### config.mk
export PLATFORM = sky130hd
export DESIGN_NAME = imem_dmem_arbiter
export DESIGN_NICKNAME = d
export VERILOG_FILES = /design/src/rtl/imem_dmem_arbiter.sv
export SDC_FILE = /design/constraint.sdc
export NUM_CORES = 1
export LEC_CHECK = 0
export ABC_AREA = 0
export CORE_AREA = 4 4 97 99
export DETAILED_ROUTE_END_ITERATION = 8
export DIE_AREA = 0 0 101 103
export PLACE_DENSITY = 0.71
export SYNTH_ARGS = -nofsm -noshare
export SYNTH_HDL_FRONTEND = slang
export SYNTH_SLANG_ARGS = --single-unit
export TNS_END_PERCENT = 5
### constraint.sdc
create_clock -name clk -period 1.8 [get_ports clk]
set_input_delay 0.36 -clock clk [delete_from_list [all_inputs] [get_ports clk]]
set_output_delay 0.36 -clock clk [all_outputs]
set_load 0.01 [all_outputs]
### src/rtl/imem_dmem_arbiter.sv
// rtl/imem_dmem_arbiter.sv - fetch/data arbiter for one shared single-port BRAM
// DM wins conflicts unless IF has lost STARVE_MAX consecutive times; responses are tagged one cycle later.
module imem_dmem_arbiter #(
   parameter int ADDR_W     = 32,
   parameter int DEPTH_LOG2 = 12,
   parameter int STARVE_MAX = 4
) (
   input  logic                  clk,
   input  logic                  rst_n,
   input  logic                  if_req,
   input  logic [ADDR_W-1:0]     if_addr,
   output logic                  if_stall,
   output logic                  if_valid,
   output logic [31:0]           if_rdata,
   input  logic                  dm_req,
   input  logic [3:0]            dm_we,
   input  logic [ADDR_W-1:0]     dm_addr,
   input  logic [31:0]           dm_wdata,
   output logic                  dm_stall,
   output logic                  dm_valid,
   output logic [31:0]           dm_rdata,
   output logic                  dm_err,
   output logic                  mem_en,
   output logic [3:0]            mem_we,
   output logic [DEPTH_LOG2-1:0] mem_addr,
   output logic [31:0]           mem_wdata,
   input  logic [31:0]           mem_rdata
);

   localparam logic [3:0] STARVE_LIM = 4'(STARVE_MAX);

   typedef enum logic [1:0] {
      TAG_NONE   = 2'd0,
      TAG_IF     = 2'd1,
      TAG_DM     = 2'd2,
      TAG_DM_ERR = 2'd3
   } tag_t;

   tag_t       tag_q, tag_d;
   logic [3:0] starve_q, starve_d;
   logic       grant_if, grant_dm, dm_oor;
   logic       unused;

   // IF word address bits above the memory depth are deliberately ignored (wrap)
   assign unused = ^{if_addr[ADDR_W-1:DEPTH_LOG2+2], if_addr[1:0], dm_addr[1:0]};

   assign dm_oor   = |dm_addr[ADDR_W-1:DEPTH_LOG2+2];
   assign grant_if = if_req & (~dm_req | (starve_q == STARVE_LIM));
   assign grant_dm = dm_req & ~grant_if;

   assign if_stall = rst_n & if_req & ~grant_if;
   assign dm_stall = rst_n & dm_req & ~grant_dm;

   assign mem_en    = rst_n & (grant_if | (grant_dm & ~dm_oor));
   assign mem_we    = (rst_n & grant_dm & ~dm_oor) ? dm_we : 4'h0;
   assign mem_addr  = grant_if ? if_addr[DEPTH_LOG2+1:2] : dm_addr[DEPTH_LOG2+1:2];
   assign mem_wdata = grant_dm ? dm_wdata : 32'h0;

   always_ff @(posedge clk or negedge rst_n) begin
      if (!rst_n) begin
         tag_q    <= TAG_NONE;
         starve_q <= 4'd0;
      end else begin
         tag_q    <= tag_d;
         starve_q <= starve_d;
      end
   end

   always_comb begin
      tag_d    = TAG_NONE;
      starve_d = starve_q;
      if (grant_if)
         tag_d = TAG_IF;
      else if (grant_dm)
         tag_d = dm_oor ? TAG_DM_ERR : TAG_DM;

      if (!if_req || grant_if)
         starve_d = 4'd0;
      else if (starve_q != STARVE_LIM)
         starve_d = starve_q + 4'd1;
   end

   assign if_valid = (tag_q == TAG_IF);
   assign if_rdata = (tag_q == TAG_IF) ? mem_rdata : 32'h0;
   assign dm_valid = (tag_q == TAG_DM) || (tag_q == TAG_DM_ERR);
   assign dm_err   = (tag_q == TAG_DM_ERR);
   assign dm_rdata = (tag_q == TAG_DM) ? mem_rdata : 32'h0;

endmodule

* Word level (Yosys, flattened, before mapping)
Index checks and enable logic that the tools add are counted.
** Storage, ports and cells
- Memories :: 0
- Flip-flop bits (word level) :: 6
- Bits in writable memories :: 0
- ROM bits :: 0
- Logic and storage cells :: 39
- Latch bits :: 0
** Operators by class
- Add/subtract/negate cells :: 1
- Equality and inequality tests :: 5
- Divide/modulo/power cells :: 0
- Multiply operators :: 0
- Muxes and demuxes :: 10
- Reductions and logical operators :: 5
- Magnitude comparators :: 0
- Bitwise logic cells :: 16
- Shift operators :: 0
** Operator list (number)
- 32-bit 2-to-1 mux :: 3
- 18-bit OR reduction :: 1
- 12-bit 2-to-1 mux :: 1
- 4-bit 2-to-1 mux :: 3
- 1-bit AND :: 10
- 4-bit by 1-bit adder with 4-bit output, second input constant :: 1
- 2-bit equality test, second input constant :: 2
- 4-bit by 3-bit equality test with 1-bit output, second input constant :: 1
- 2-bit 2-to-1 mux :: 2
- 4-bit by 3-bit != test with 1-bit output, second input constant :: 1
- 1-bit NOT :: 4
- 2-bit by 1-bit equality test with 1-bit output, second input constant :: 1
- 1-bit logical OR :: 2
- 1-bit bitwise OR :: 2
- 2-bit nonzero test :: 1
- 1-bit logical NOT :: 1
- 1-bit 2-to-1 mux :: 1

* Logic depth before layout (Yosys ltp)
- Depth after elaboration :: 8
- Mapped depth :: 7

* Least setup slack after synthesis
Ideal clock, no wire load.
- Kind :: register to output
- Start point :: reg starve_q[0]
- End point :: out mem_addr[10]
- Cell stages (with the launch flop) :: 7
- Arrival :: 1.463 ns
- Path slack :: -0.023 ns
- Cell sequence :: dfrtp_1 -> inv_1 -> ha_1 -> and3b_4 -> o21ai_4 -> buf_6 -> mux2_4
** Between the ends
- Longest elaborated chain between the ends :: 4
** RTL lines
- start, declared :: line 40 : logic [3:0] starve_q, starve_d;
- start signal, assigned :: line 65 : starve_q <= starve_d;
- 4-bit by 3-bit equality test with 1-bit output :: line 48 : assign grant_if = if_req & (~dm_req | (starve_q == STARVE_LIM));
- 1-bit bitwise OR :: line 48
- 1-bit AND :: line 48
- 12-bit 2-to-1 mux :: line 56 : assign mem_addr = grant_if ? if_addr[DEPTH_LOG2+1:2] : dm_addr[DEPTH_LOG2+1:2];
- end, declared :: line 25 : output logic [DEPTH_LOG2-1:0] mem_addr,
Every way passes these cells.

* Worst setup path in the final report
- Start point :: reg starve_q[1]
- End point :: out mem_addr[8]
The elaborated chain is that of the path after synthesis.

==> reports/metrics.csv <==
metric,value,unit
adder-cell share of the synthesized area,0.01978,
Tmin final,2171,ps
busiest grt layer,met2,
main combinational cell family by area after synthesis,simple AND/OR/NAND/NOR gates,
synthesized area per cell,7.485,µm²
CTS tree,done,
die extent in y,103,µm
post-synthesis sequential area ratio,0.1187,
"IR drop worst, VDD",0.0001799,V
Max-Cap Viols,0,
hpwl dp,6378,µm
Clock Power Share,0.187,
top cell type's share of synthesized area,0.4847,
GR Overflow Total,0,
post-synthesis cell type count,27,
post-synthesis compound-gate area fraction,0.03660,
crit-path max cell delay,360,ps
DRT antenna net count,0,
total CTS buffers,3,
"most used cell, CP",buf_6,
post-layout net count,558,
vias per inst,3.992,
CP Cell Sequence,inv_2 > ha_4 > and3b_4 > o21ai_4 > buf_6 > buf_12 > mux2_4 > buf_6,
Initial Utilization,0.1479,
routability congestion estimate,0.7326,
status,"finished, violations left",
CP Class,flip-flop to primary output,
Post-Route WL,7474,µm
Pwr per Cell Area,277.0,mW/mm²
max_slew headroom,0.7966,
crit path DAT,1810,ps
H-tree depth,1,
CP max FO,4,
register bit total from synthesis,6,
initial DRC count,24,
Hold Crit Class,input pin to asynchronous set/reset pin,
RR Startpoint,starve_q[0]$_DFFE_PN0P_,
die width,101,µm
Die ar.,0.01040,mm²
"Clk Latency, worst-skew pair",230,ps
worst setup margin,-370.8,ps
failing checks,negative setup slack,
drc violations,0,
share of cells above drive strength 1,0.2799,
Pint,0.0007848,W
worst-margin pin slew,302.3,ps
initial antenna violation count,0,
crit share post-route,1.206,
# port buffers,231,
ant diodes,0,
Worst path slowest cell,dfrtp_1,
Worst Path Required,1440,ps
Pins Over Slew Limit,0,
Worst Setup SP,starve_q[1]$_DFFE_PN0P_,
endpoints failing setup,51,
clock sinks,6,
final hold violation count,0,
GR Util met3,0.03586,
PnR Total Power,0.001113,W
CTS Hold Bufs,0,
setup_tns,-12090,ps
post-synthesis mux area share,0.1276,
Sequential Power Share,0.130,
met2 usage in global routing,0.2476,
Lkg Pwr,2.706,nW
I/O pin cnt,254,
clock skew,0.4215,ps
Ys Warns,0,
synthesized area,0.001265,mm²
CTS Root Buffer Type,clkbuf_8,
DR vias,2100,
Layout area overhead,217.7,%
RSZ-0062 raised after global routing,yes,
routing usage on met1,0.1176,
Worst Setup End Kind,primary output,
Yosys top cell by area,and2_1,
number of global-route vias before repair,2052,
switching share of power,0.2949,
Total GRT Usage,0.1234,
syn_nets,307,
clock slew seen by the registers of the worst setup and hold paths,40,ps
WL/cell,14.21,µm
DR pass1 iterations,4,
Core Footprint,0.008551,mm²
Post-Synth XOR/XNOR Area,0.01385,
Logic pwr share,0.683,
largest net degree at the start of global routing,34,
clock buffer depth,2,
Fmax,460.7,MHz
Setup crit start kind,flip-flop,
Psw,0.0003283,W
num rows,34,
Cells after Synth,169,
main area contributors after synthesis,"and2_1, dfrtp_1, mux2_4",
first-pass GRT wire length,10220,µm
fraction of the mapped netlist area in simple logic gates,0.6063,
-- cells by family after synthesis --
kind of cell | Yosys count
muxes | 12
adders and majority gates | 2
xor gates and xnor gates | 2
DFF | 6
buffers and inverters | 21
and+or+nand+nor | 122
AOI/OAI and AO/OA | 4
-- routing by layer --
layer | wire length (µm) | share of wire | up-vias
met5 | 0 | 0 | -
met4 | 106 | 0.014 | 0
met3 | 977 | 0.13 | 6
met2 | 3980 | 0.53 | 153
met1 | 2409 | 0.32 | 911
li1 | - | - | 1030
-- synthesized netlist by cell type --
cell type   n
and3b_4     1
inv_1       9
o32ai_1     1
mux2_2      5
nor2b_1     2
nand2_1     1
a21o_4      1
buf_4       3
nand3b_1    1
a31oi_1     1
nor2_1      7
inv_2       1
xnor2_1     1
mux2_4      7
nor4_1      5
nor4_2      3
o21ai_4     1
xor2_1      1
nor3_1      1
buf_6       1
dfrtp_1     6
and2_1     98
nand3_1     1
ha_1        2
clkbuf_1    7
nand4_1     1
and3_1      1
-- area by class of cell --
class                      instances  area [µm²]
fill                             826        4532
timing repair buffer             257        2552
multi-input combinational        142        1100
sequential                         6       150.1
tap                              108       135.1
clock buffer                       3       41.29
inverter                          10       40.04
-- cell usage in the layout, fill, tap and decap left out, types with 4 or more instances in the layout --
cell type,count
buf_2,34
and2_4,4
dlymetal6s2s_1,60
dfrtp_1,6
buf_6,21
buf_4,17
and2_1,94
inv_1,6
nor2_1,7
dlygate4sd2_1,11
clkbuf_2,4
mux2_4,12
buf_12,5
clkdlybuf4s50_1,104
nor4_2,6
-- sequential cells by signal, summed over array words and instances (netlist names) --
name / count
starve_q: 4
tag_q: 2
-- power groups by stage --
| stage | Sequential (W) | Clock, W | Combinational [W] |
|---|---|---|---|
| finish | 0.000145 | 0.000208 | 0.000760 |
| global route | 0.000145 | 0.000222 | 0.000814 |
| CTS | 0.000143 | 0.000213 | 0.000769 |
| detailed placement | 0.000145 | 0 | 0.000778 |
| global placement | 0.000144 | 0 | 0.000771 |
| floorplan | 0.000145 | 0 | 0.000224 |
-- worst paths after layout --
check | to | slack, ps | cells past startpoint
max reg2reg | tag_q[0]$_DFF_PN0_ | 240 | 8
max | mem_addr[8] | -370 | 8
min | starve_q[3]$_DFFE_PN0P_ | 540 | 2
min reg2reg | starve_q[3]$_DFFE_PN0P_ | 620 | 3
min in group clk | starve_q[3]$_DFFE_PN0P_ | 620 | 3
max in group asynchronous | starve_q[1]$_DFFE_PN0P_ | 1140 | 2
-- stage by stage --
stage | util | hold WS (ps) | std cells | area [µm²] | worst slack [ps]
after global placement | 0.4459 | 517.2 | 513 | 3812 | -879.9
final | 0.4700 | 543.7 | 526 | 4019 | -370.8
after floorplan | - | 64.41 | 169 | 1267 | -19.59
after detailed placement | 0.4459 | 527.7 | 513 | 3812 | -909.5
after global routing | 0.4700 | 555.2 | 526 | 4019 | -412.0
after CTS | 0.4470 | 532.4 | 525 | 3822 | -358.2
-- what timing repair did --
action | CTS | global route
buffers inserted | 9 | 1
gates cloned | 0 | 0
endpoints found under the setup margin | 116 | 116
pin swaps | 18 | 4
resized for setup | 256 | 81
-- worst max-delay path, delay by kind of cell (launching register included) --
family | cells | cell delay [ps]
muxes | 1 | 300
and+or+nand+nor | 1 | 190
AOI/OAI and AO/OA | 1 | 160
adders and majority gates | 1 | 150
buffers and inverters | 4 | 430
DFF | 1 | 360
No activity file was read; power rests on OpenSTA's default activity.
